===== src/rtl/mc_ctrl_fsm_pkg.sv =====
// mc_ctrl_fsm_pkg: shared state, instruction-class, opcode/func and ALU encodings for the multi-cycle controller
package mc_ctrl_fsm_pkg;
  typedef enum logic [2:0] {S_IDLE, S_FETCH, S_DECODE, S_EXEC, S_MEM, S_WB, S_TRAP} state_e;
  typedef enum logic [3:0] {C_NOP, C_ADDU, C_SUBU, C_JR, C_ORI, C_LUI, C_LW, C_SW, C_BEQ, C_J, C_JAL, C_ILL} cls_e;
  localparam logic [5:0] OP_R = 6'h00, OP_J = 6'h02, OP_JAL = 6'h03, OP_BEQ = 6'h04;
  localparam logic [5:0] OP_ORI = 6'h0d, OP_LUI = 6'h0f, OP_LW = 6'h23, OP_SW = 6'h2b;
  localparam logic [5:0] F_SLL = 6'h00, F_JR = 6'h08, F_ADDU = 6'h21, F_SUBU = 6'h23;
  localparam logic [2:0] ALU_ADD = 3'd0, ALU_SUB = 3'd1, ALU_OR = 3'd2, ALU_LUI = 3'd3;
endpackage


===== src/rtl/mc_ctrl_fsm_decode.sv =====
// mc_decode: combinational op/func classifier; anything unrecognised is C_ILL
module mc_decode
  import mc_ctrl_fsm_pkg::*;
(
  input  logic [5:0] op,
  input  logic [5:0] func,
  output cls_e       cls,
  output logic       illegal
);
  always_comb begin
    cls = (op == OP_R)   ? ((func == F_ADDU) ? C_ADDU :
                            (func == F_SUBU) ? C_SUBU :
                            (func == F_JR)   ? C_JR   :
                            (func == F_SLL)  ? C_NOP  : C_ILL) :
          (op == OP_ORI) ? C_ORI :
          (op == OP_LUI) ? C_LUI :
          (op == OP_LW)  ? C_LW  :
          (op == OP_SW)  ? C_SW  :
          (op == OP_BEQ) ? C_BEQ :
          (op == OP_J)   ? C_J   :
          (op == OP_JAL) ? C_JAL : C_ILL;
    illegal = (cls == C_ILL);
  end
endmodule


===== src/rtl/mc_ctrl_fsm.sv =====
// mc_ctrl_fsm: multi-cycle MIPS control sequencer with memory handshake, timeout trap and retire counter
module mc_ctrl_fsm
  import mc_ctrl_fsm_pkg::*;
#(
  parameter int WAIT_MAX = 15,
  parameter int CNT_W    = 32
) (
  input  logic             clk,
  input  logic             reset,
  input  logic [5:0]       op,
  input  logic [5:0]       func,
  input  logic             alu_zero,
  input  logic             mem_ready,
  output logic             mem_req,
  output logic             mem_we,
  output logic             ir_we,
  output logic             pc_we,
  output logic [1:0]       npc_sel,
  output logic             grf_we,
  output logic [1:0]       reg_dst,
  output logic [1:0]       wd_sel,
  output logic             alu_src,
  output logic             ext_op,
  output logic [2:0]       alu_op,
  output logic [2:0]       state_o,
  output logic             instr_done,
  output logic             illegal,
  output logic             trap,
  output logic [CNT_W-1:0] retired
);
  localparam logic [7:0] WMAX = 8'(WAIT_MAX);
  state_e           state_q, state_d;
  cls_e             cls_q, cls_d, dec_cls;
  logic             dec_ill, alu_on;
  logic [7:0]       wait_q, wait_d;
  logic [CNT_W-1:0] retired_q;

  mc_decode u_dec (.op(op), .func(func), .cls(dec_cls), .illegal(dec_ill));

  always_ff @(posedge clk or posedge reset)
    if (reset) begin
      state_q   <= S_IDLE;
      cls_q     <= C_NOP;
      wait_q    <= '0;
      retired_q <= '0;
    end else begin
      state_q   <= state_d;
      cls_q     <= cls_d;
      wait_q    <= wait_d;
      retired_q <= retired_q + CNT_W'(instr_done);
    end

  // ALU controls stay stable from EXEC through MEM/WB so the datapath result does not move
  always_comb begin
    alu_on  = state_q inside {S_EXEC, S_MEM, S_WB};
    alu_src = alu_on && (cls_q inside {C_ORI, C_LUI, C_LW, C_SW});
    ext_op  = alu_on && (cls_q inside {C_LW, C_SW, C_BEQ});
    alu_op  = !alu_on ? ALU_ADD :
              (cls_q inside {C_SUBU, C_BEQ}) ? ALU_SUB :
              (cls_q == C_ORI) ? ALU_OR :
              (cls_q == C_LUI) ? ALU_LUI : ALU_ADD;
  end

  always_comb begin
    state_d    = state_q;
    cls_d      = cls_q;
    wait_d     = wait_q;
    mem_req    = 1'b0;
    mem_we     = 1'b0;
    ir_we      = 1'b0;
    pc_we      = 1'b0;
    npc_sel    = 2'd0;
    grf_we     = 1'b0;
    reg_dst    = 2'd0;
    wd_sel     = 2'd0;
    instr_done = 1'b0;
    illegal    = 1'b0;
    trap       = 1'b0;
    case (state_q)
      S_IDLE: state_d = S_FETCH;
      S_FETCH: begin
        mem_req = 1'b1;
        if (mem_ready) begin
          ir_we   = 1'b1;
          pc_we   = 1'b1;
          state_d = S_DECODE;
        end else if (wait_q == WMAX) state_d = S_TRAP;
        else wait_d = wait_q + 8'd1;
      end
      S_DECODE: begin
        cls_d = dec_cls;
        illegal = dec_ill;
        instr_done = dec_ill;
        state_d = dec_ill ? S_FETCH : S_EXEC;
      end
      S_EXEC:
        case (cls_q)
          C_BEQ: begin pc_we = alu_zero; npc_sel = 2'd1; instr_done = 1'b1; state_d = S_FETCH; end
          C_J:   begin pc_we = 1'b1; npc_sel = 2'd2; instr_done = 1'b1; state_d = S_FETCH; end
          C_JAL: begin
            pc_we = 1'b1; npc_sel = 2'd2; grf_we = 1'b1; reg_dst = 2'd2; wd_sel = 2'd2;
            instr_done = 1'b1; state_d = S_FETCH;
          end
          C_JR:  begin pc_we = 1'b1; npc_sel = 2'd3; instr_done = 1'b1; state_d = S_FETCH; end
          C_NOP: begin instr_done = 1'b1; state_d = S_FETCH; end
          C_LW, C_SW: state_d = S_MEM;
          default: state_d = S_WB;
        endcase
      S_MEM: begin
        mem_req = 1'b1;
        mem_we  = (cls_q == C_SW);
        if (mem_ready) begin
          instr_done = (cls_q == C_SW);
          state_d = (cls_q == C_SW) ? S_FETCH : S_WB;
        end else if (wait_q == WMAX) state_d = S_TRAP;
        else wait_d = wait_q + 8'd1;
      end
      S_WB: begin
        grf_we = 1'b1;
        reg_dst = (cls_q inside {C_ADDU, C_SUBU}) ? 2'd1 : 2'd0;
        wd_sel = (cls_q == C_LW) ? 2'd1 : 2'd0;
        instr_done = 1'b1;
        state_d = S_FETCH;
      end
      S_TRAP: trap = 1'b1;
      default: state_d = S_IDLE;
    endcase
    if (state_d != state_q) wait_d = '0;
  end

  assign state_o = state_q;
  assign retired = retired_q;
endmodule


===== config.mk =====
export PLATFORM = sky130hd
export DESIGN_NAME = mc_ctrl_fsm
export DESIGN_NICKNAME = d
export VERILOG_FILES = /design/src/rtl/mc_ctrl_fsm_pkg.sv /design/src/rtl/mc_ctrl_fsm_decode.sv /design/src/rtl/mc_ctrl_fsm.sv
export SDC_FILE = /design/constraint.sdc
export NUM_CORES = 1
export LEC_CHECK = 0
export ABC_AREA = 1
export CAP_MARGIN = 25
export CORE_MARGIN = 8
export CORE_UTILIZATION = 40
export CTS_CLUSTER_DIAMETER = 200
export DETAILED_ROUTE_END_ITERATION = 12
export DONT_BUFFER_PORTS = 1
export SYNTH_ARGS = -nofsm -noshare
export SYNTH_HDL_FRONTEND = slang
export SYNTH_HIERARCHICAL = 1
export SYNTH_SLANG_ARGS = --single-unit

===== constraint.sdc =====
create_clock -name clk -period 2.3 [get_ports clk]
set_input_delay 0.23 -clock clk [delete_from_list [all_inputs] [get_ports clk]]
set_output_delay 0.23 -clock clk [all_outputs]
set_load 0.005 [all_outputs]

# Word level (Yosys, flattened, before mapping)
# Index checks and enable logic that the tools add are counted.
# classes
add_sub_neg	2
multipliers	0
div	0
order_cmp	0
eq_ne	31
shifts	0
mux	47
bitwise	0
reduce_logical	19
# ops
cell	n
two-way mux 4 bit	11
adder 32 x 1 -> 32 bit	1
two-way mux 8 bit	4
equality test 6 bit, second input constant	4
equality test 6 x 4 -> 1 bit, second input constant	3
case mux 3 bit (6 select lines)	1
equality test 4 x 3 -> 1 bit, second input constant	4
equality test 4 bit, second input constant	4
two-way mux 2 bit	7
equality test 6 x 2 -> 1 bit, second input constant	2
zero test 6 bit	2
two-way mux 1 bit	12
two-way mux 3 bit	4
equality test 3 bit, second input constant	3
adder 8 x 1 -> 8 bit, second input constant	1
equality test 4 x 2 -> 1 bit, second input constant	2
equality test 8 x 4 -> 1 bit, second input constant	1
case mux 2 bit (2 select lines)	2
OR reduction 2 bit	4
equality test 3 x 2 -> 1 bit, second input constant	2
equality test 6 x 3 -> 1 bit, second input constant	1
case mux 1 bit (2 select lines)	3
case mux 2 bit (3 select lines)	1
case mux 3 bit (2 select lines)	1
other kinds (14)	19
# word_totals
reg_bits	47
latch_bits	0
mem_bits_rw	0
romBits	0
out_inout_bits	54
elab_cells	103
mem_count	0

# Depth between registers and ports, before layout
# Gate-level depths: netlist of run 1.
# logic_depth
depth_word	15
ltp_mapped	22
mapped_depth_nobuf	22

# By module
# Netlist of run 1, hierarchy kept.
# by_module_without_submodules
mod	instances	cells_per_inst	area_each_um2	seq_area_each_um2
mc_ctrl_fsm	1	331	2738.9	1176.1
mc_decode	1	58	277.8	0.0

# Worst setup path before layout of run 1
# Ideal clock, no wire load.
# synth_timing
kind	input -> register
from	input op[5]
to	register retired_q[30] (netlist: retired[30])
setup_time_ns	0.123
arrival_ns	2.534
required_ns	2.177
slack_ns	-0.356
cell_stages	20
path_buffers	0
cell_sequence	nor2_4 nand3_2 clkinv_2 nand2_1 nor2_2 nor2_2 nor2_2 nor3b_1 a21oi_1 o211ai_1 ha_1 ha_1 nand3_2 inv_2 nand2_2 nor2_4 nand3b_2 nor2_4 nand3_1 xor2_1
# synth_between
elab_chain_cells	12
elab_cells_between_ends	19
# synth_lines
item	line_no	rtl
start, declared	mc_ctrl_fsm.sv:10	input logic [5:0] op,
equality test 6 x 2 -> 1 bit	mc_ctrl_fsm_decode.sv:21	(op == OP_JAL) ? C_JAL : C_ILL;
two-way mux 1 bit	mc_ctrl_fsm_decode.sv:21	
two-way mux 4 bit	mc_ctrl_fsm_decode.sv:20	(op == OP_J) ? C_J :
two-way mux 4 bit	mc_ctrl_fsm_decode.sv:19	(op == OP_BEQ) ? C_BEQ :
two-way mux 4 bit	mc_ctrl_fsm_decode.sv:18	(op == OP_SW) ? C_SW :
two-way mux 4 bit	mc_ctrl_fsm_decode.sv:17	(op == OP_LW) ? C_LW :
two-way mux 4 bit	mc_ctrl_fsm_decode.sv:16	(op == OP_LUI) ? C_LUI :
two-way mux 4 bit	mc_ctrl_fsm_decode.sv:15	(op == OP_ORI) ? C_ORI :
two-way mux 4 bit *	mc_ctrl_fsm_decode.sv:11	cls = (op == OP_R) ? ((func == F_ADDU) ? C_ADDU :
equality test 4 bit *	mc_ctrl_fsm_decode.sv:22	illegal = (cls == C_ILL);
via dec_ill	mc_ctrl_fsm.sv:34	logic dec_ill, alu_on;
case mux 1 bit (4 select lines) *	mc_ctrl_fsm.sv:79	case (state_q)
via instr_done	mc_ctrl_fsm.sv:26	output logic instr_done,
adder 32 x 1 -> 32 bit *	mc_ctrl_fsm.sv:50	retired_q <= retired_q + CNT_W'(instr_done);
end signal, assigned	mc_ctrl_fsm.sv:50	
end, declared	mc_ctrl_fsm.sv:36	logic [CNT_W-1:0] retired_q;
# Mark *: on every way through the listed nets, which the timed path passes. The rest lies on a longest branch.
# A chain may end at the register's enable or synchronous reset.

# Final worst setup path of run 1
# layout_timing
from	register cls_q[1]
to	register retired_q[30] (netlist: retired[30])
# layout_between
elab_chain_cells	5
elab_cells_between_ends	11
# layout_lines
item	line_no	rtl
start, declared	mc_ctrl_fsm.sv:33	cls_e cls_q, cls_d, dec_cls;
start signal, assigned	mc_ctrl_fsm.sv:48	cls_q <= cls_d;
equality test 4 bit, or another cell as far along	mc_ctrl_fsm.sv:97	case (cls_q)
OR reduction 5 bit (no source line)	-	
two-way mux 1 bit	mc_ctrl_fsm.sv:97	
case mux 1 bit (4 select lines) *	mc_ctrl_fsm.sv:79	
adder 32 x 1 -> 32 bit *	mc_ctrl_fsm.sv:50	
# Mark *: on every way between the ends. The rest lies on a longest branch, timed or not.

==> results of run 1 <==
## layout make-up
type | instances | area share
repair buffers | 66 | 0.129
inverters | 56 | 0.0562
multi-input cells | 283 | 0.453
flip-flops and latches | 47 | 0.304
well taps | 99 | 0.0320
clock buffers | 6 | 0.0213
clock inverters | 2 | 0.00420
## power groups by stage
stage | clock [µW] | combinational, µW | sequential, µW
3_3_place_gp | 0 | 1330 | 1150
4_1_cts | 567 | 1590 | 1140
5_1_grt | 591 | 1900 | 1180
6_report | 546 | 1710 | 1150
2_1_floorplan | 0 | 860 | 1110
3_5_place_dp | 0 | 1340 | 1160
## routing by layer
metal,share of wire,up-vias
met1,0.42,1224
li1,-,1367
met2,0.49,75
met4,0.0081,0
met5,0,-
met3,0.085,6
## registers in the layout, summed over array words and instances, names as in the netlist
register / count
cls_q: 4
wait_q: 8
state_o: 3
retired: 32
## cells in the mapped netlist (all sizes together)
master / count / share of area
o211ai: 1 / 0.0025
inv: 53 / 0.067
clkinv: 3 / 0.0046
nand4: 8 / 0.017
xnor2: 12 / 0.035
o21ai: 10 / 0.017
dfrtp: 47 / 0.39
nand2: 89 / 0.12
nor3b: 1 / 0.0025
nand3: 35 / 0.079
nor4: 1 / 0.0021
nor3: 15 / 0.030
conb: 1 / 0.0012
xor2: 25 / 0.073
a22o: 1 / 0.0029
a31oi: 1 / 0.0021
o21bai: 1 / 0.0025
buf: 3 / 0.0087
nand3b: 4 / 0.011
a21oi: 4 / 0.0079
nor2: 70 / 0.11
ha: 3 / 0.012
a22oi: 1 / 0.0025
## critical path, cell delays in order (launching register included)
cell and delay, ns:
dfrtp_2 0.45, inv_2 0.08, nand2_2 0.06, nand2_2 0.09, nand2_2 0.05, nand2_1 0.07, inv_1 0.04, nand2_1 0.07
a21oi_2 0.05, o211ai_1 0.12, ha_2 0.25, ha_4 0.14, nand3_4 0.08, inv_4 0.08, nand2_4 0.05, nor2_4 0.12
nand3b_4 0.10, nor2_4 0.18, nand3_2 0.08, xor2_1 0.14
## cell usage in the layout (no fill, tap or decap), types with 2 or more instances in the layout
cell type / Yosys / final
nand2_1: 80 / 69
buf_4: 2 / 64
dfrtp_1: 47 / 46
nor2_1: 51 / 43
inv_1: 45 / 41
xor2_1: 25 / 25
nand3_1: 27 / 24
nand2_2: 8 / 18
nor2_2: 14 / 17
xnor2_1: 12 / 12
inv_2: 7 / 11
nor2_4: 5 / 10
nor3_1: 12 / 10
nand4_1: 8 / 8
nand3_2: 5 / 7
o21ai_0: 9 / 7
clkbuf_8: 0 / 6
nand3_4: 3 / 4
nor3_2: 3 / 4
nand3b_1: 3 / 3
clkinv_2: 2 / 2
inv_4: 1 / 2
nand2_4: 1 / 2
a21oi_1: 3 / 2
a21oi_2: 1 / 2
o21ai_2: 0 / 2
## metrics by stage
stage | total power [µW] | TNS (ns) | worst slack [ns] | cell area [µm²]
after floorplan | 1970 | -1.05 | -0.238 | 3060
after global placement | 2480 | -4.15 | -0.275 | 3500
after detailed placement | 2500 | -5.83 | -0.381 | 3500
after CTS | 3300 | -0.210 | -0.0469 | 3780
after global routing | 3670 | -4.00 | -0.277 | 3870
final | 3410 | -0.654 | -0.119 | 3870
## cell families (layout without fill, tap and decap cells)
group / after synthesis / after routing / share of synthesized area
and+or+nand+nor: 223 / 223 / 0.372
buffers and inverters: 59 / 130 / 0.0800
DFF: 47 / 47 / 0.390
xor gates and xnor gates: 37 / 37 / 0.107
AOI/OAI and AO/OA: 19 / 19 / 0.0369
adders and majority gates: 3 / 3 / 0.0124
other: 1 / 1 / 0.00124
## worst paths after layout
| kind | startpoint | end | slack (ns) | depth (start not counted) |
|---|---|---|---|---|
| max in group asynchronous | reset | retired[23] | 1.41 | 3 |
| max | cls_q[1] | retired[30] | -0.12 | 19 |
| max reg2reg | cls_q[1] | retired[30] | -0.12 | 19 |
| min | mem_ready | state_o[1] | 0.19 | 3 |
| min in group asynchronous | reset | wait_q[7] | 0.33 | 2 |
| min reg2reg | retired[31] | retired[31] | 0.51 | 1 |
## timing repair
| item | CTS | global route |
|---|---|---|
| setup buffers | 18 | 3 |
| resized for setup | 11 | 29 |
| hold buffers | 1 | 0 |
| hold endpoints to repair | 13 | 0 |
| endpoints found under the setup margin | 12 | 35 |
| pin swaps | 7 | 16 |
| gates cloned | 0 | 0 |
==> summary.txt, run 1 <==
YS warnings: 6
Cell Int Power: 2000 µW
Layout area overhead: 28.5%
Antenna Cells: 0
Hold Path Class: input port to register
Critical Path RT: 2.50 ns
Unrepaired setup endpoints after global routing: true
Clk pin slew, worst setup/hold paths: 0.10 ns
Total CTS buffers: 5
DR vias/cell: 4.78
Mean post-synth cell area: 7.75 µm²
Post-DP HPWL: 5.98 mm
Flop pwr share: 0.337
Final Core Density: 0.531
P per Cell Area: 879 mW/mm²
CP Max Fanout: 4
Met1 Track Usage GR: 0.176
WL final: 7.79 mm
Final setup fails: 10
Fraction of layout cells with a size suffix above 1: 0.348
Comb pwr share: 0.503
Placed Cells: 530
Clock Tree Buf Depth: 2
Gr ovfl total: 0
Hold slack: 0.187 ns
Initial antenna violation count: 0
Crit Path Class: register to register
Vias in the first global route: 2833
Footprint of the multi-input gates: 0.00176 mm²
Hold Vio Cnt, Final: 0
Startpoint types: register
Routability cong.: 0.907
Clock power frac: 0.160
Syn Inst Count: 389
PortBufs: 0
Num rows: 31
H-tree levels: 2
GRT Max-Usage Layer: met2
Clock skew: 0.0112 ns
Post-synthesis sequential area ratio: 0.390
Final Cycle Share: 1.05
1st-pass router iterations: 4
Placeable Area: 0.00729 mm²
Clk Latency, worst-skew pair: 0.30 ns
Post-synth cell types: 37
Register area: 0.00118 mm²
Largest net degree at the start of global routing: 19
Max IR drop VDD: 0.640 mV
DRC Markers: 0
Worst Path Arrival: 2.62 ns
Synthesized area: 0.00302 mm²
Initial Utilization: 0.414
Die area: 0.0106 mm²
Syn Nets: 408
Achievable Freq: 413 MHz
Status: finished with violations
Slew Limit Fails: 0
CP Capture Type: register
Met2 Track Usage GR: 0.272
Starting DRT DRC Count: 29
P_sw: 1410 µW
ANT nets after route: 0
Drt wl/cell: 13.9 µm
Fin crit period: 2.42 ns
I/O pins: 70
Switching share of power: 0.413
Fillers: 709
First-pass GRT wire length: 13.1 mm
Met3 usage: 0.0527
Chip Width: 103 µm
Failing checks: negative setup slack
Vias: 2672
Layout net count: 478
Cell at the root of the clock tree: clkbuf_8
Tot GR Track Use: 0.155
Die Y: 103 µm
Setup ws final: -0.119 ns
FF+latch count, synth: 47
Max-Cap Viols: 0
CTS tree: built
Pleak: 0.00191 µW
Non-Filler Instances: 559
Clock sink count: 47
Power figures use the tool's default switching activity.
==> run 2: changes to the inputs <==
--- a/config.mk
+++ b/config.mk
@@ -12,6 +12,7 @@
 export CTS_CLUSTER_DIAMETER = 200
 export DETAILED_ROUTE_END_ITERATION = 12
 export DONT_BUFFER_PORTS = 1
+export MAX_ROUTING_LAYER = met4
 export SYNTH_ARGS = -nofsm -noshare
 export SYNTH_HDL_FRONTEND = slang
 export SYNTH_HIERARCHICAL = 1
==> constraint.sdc (replaced) <==
create_clock -name clk -period 2.9 [get_ports clk]
set_input_delay 0.29 -clock clk [delete_from_list [all_inputs] [get_ports clk]]
set_output_delay 0.29 -clock clk [all_outputs]
set_load 0.005 [all_outputs]
==> summary.txt, run 2 (same netlist as run 1, synthesis figures left out) <==
Starting DRT DRC Count: 65
CP Capture Type: register
Die area: 0.0106 mm²
DRC Markers: 0
WHS Endpoint: state_o[1]
Vias in the first global route: 2533
CP peak stage delay: 0.51 ns
Unrepaired setup endpoints after global routing: false
H-tree levels: 2
Post-DP HPWL: 5.63 mm
Antenna Cells: 0
Worst hold start: mem_ready
Gr ovfl total: 0
Die Y: 103 µm
Cell at the root of the clock tree: clkbuf_8
Pleak: 0.00159 µW
Worst R2R Path Depth: 14
Final Core Density: 0.452
CP Max Fanout: 6
Reg-to-Reg Start: state_o[1]
Most frequent cells in the layout: nand2_1 (80), nor2_1 (50), dfrtp_1 (46)
Fin crit period: 2.63 ns
Max reg flops: 32
Slew Limit Fails: 0
1st-pass router iterations: 4
Clk pin slew, worst setup/hold paths: 0.09 ns
ANT nets after route: 0
Initial antenna violation count: 0
First-pass GRT wire length: 11.9 mm
Drt wl/cell: 14.3 µm
Final Cycle Share: 0.908
Post-CTS setup buffers: 0
Clock skew: 0.00646 ns
Fillers: 766
Clock sink count: 47
Hold Vio Cnt, Final: 0
Register area: 0.00118 mm²
Layout area overhead: 9.21%
Commonest non-fill, non-tap cell in the layout: nand2_1
Placeable Area: 0.00729 mm²
Setup slack, reg-to-reg: 0.27 ns
Worst Path Arrival: 2.82 ns
Setup ws final: 0.268 ns
Num rows: 31
I/O pins: 70
Initial Utilization: 0.414
Hold slack: 0.218 ns
PortBufs: 0
DR vias/cell: 4.93
WL final: 7.14 mm
Fraction of layout cells with a size suffix above 1: 0.168
Tot GR Track Use: 0.147
Clock Tree Buf Depth: 2
Dpl ws: -0.0219 ns
Crit Path Class: register to register
Max IR drop VDD: 0.388 mV
Achievable Freq: 380 MHz
CP Buf/Inv Count: 1
CP cell instances: nand2_1 > nor3b_1 > a21oi_1 > o211ai_1 > ha_2 > ha_1 > nand3_2 > inv_2 > nand2_2 > nor2_4 > nand3b_2 > nor2_4 > nand3_1 > xor2_1
Slowest CP cell: dfrtp_1
Critical Path RT: 3.09 ns
CTS tree: built
Critical path's top delay family: simple AND/OR/NAND/NOR gates
Most frequent CP cell: nor2_4
Status: finished clean
Final setup fails: 0
Max-Cap Viols: 0
Startpoint types: register
Hold depth: 3
Clk Latency, worst-skew pair: 0.30 ns
Hold Path Class: input port to register
P per Cell Area: 680 mW/mm²
Reg2reg end: retired[30]
Routability cong.: 0.866
Largest net degree at the start of global routing: 48
Layout net count: 417
Chip Width: 103 µm
Footprint of the multi-input gates: 0.00160 mm²
Setup tns final: 0 ns
Total CTS buffers: 5
Worst Setup SP: state_o[1]
Vias: 2456
run 2: timing repair:
item	in CTS	in global routing
hold buffers	0	1
hold endpoints to repair	0	4
resized for setup	0	3
setup endpoints to repair	0	1
run 2: through the flow:
step / instances / power (µW) / cell area (µm²)
6_report: 498 / 2240 / 3290
2_1_floorplan: 389 / 1540 / 3020
3_5_place_dp: 488 / 1740 / 3140
4_1_cts: 496 / 2270 / 3260
5_1_grt: 498 / 2440 / 3290
3_3_place_gp: 488 / 1730 / 3140
run 2: cell type report:
type | instances | area share
Tap cell | 99 | 0.0376
Timing Repair Buffer | 5 | 0.0160
Multi-Input combinational cell | 283 | 0.487
Sequential cell | 47 | 0.357
Clock buffer | 6 | 0.0251
Clock inverter | 2 | 0.0118
Inverter | 56 | 0.0653
run 2: worst max path at each step:
| stage | cells past startpoint | slack (ns) | end |
|---|---|---|---|
| after floorplan | 20 | 0.18 | retired[30] |
| after global placement | 20 | 0.1 | retired[30] |
| after detailed placement | 20 | -0.02 | retired[30] |
| after CTS | 14 | 0.21 | retired[30] |
| after global routing | 19 | 0.006 | retired[30] |
| final | 14 | 0.27 | retired[30] |
run 2: report_power, final:
group	switching (µW)	internal (µW)	total [µW]
combinational	561	271	832
sequential	138	757	895
clock	231	284	515
run 2: worst min-delay path: stages:
cell and delay (ns):
o21ai_1 0.05, nand2_1 0.09, nand2_2 0.05
run 2: metal layers:
metal  GRT usage  up-vias  routed length, µm
li1            -     1237                  -
met1       0.167     1155               3160
met2       0.249       62               3470
met3      0.0419        2                481
met4      0.0345        0                 23
met5           -        -                  0
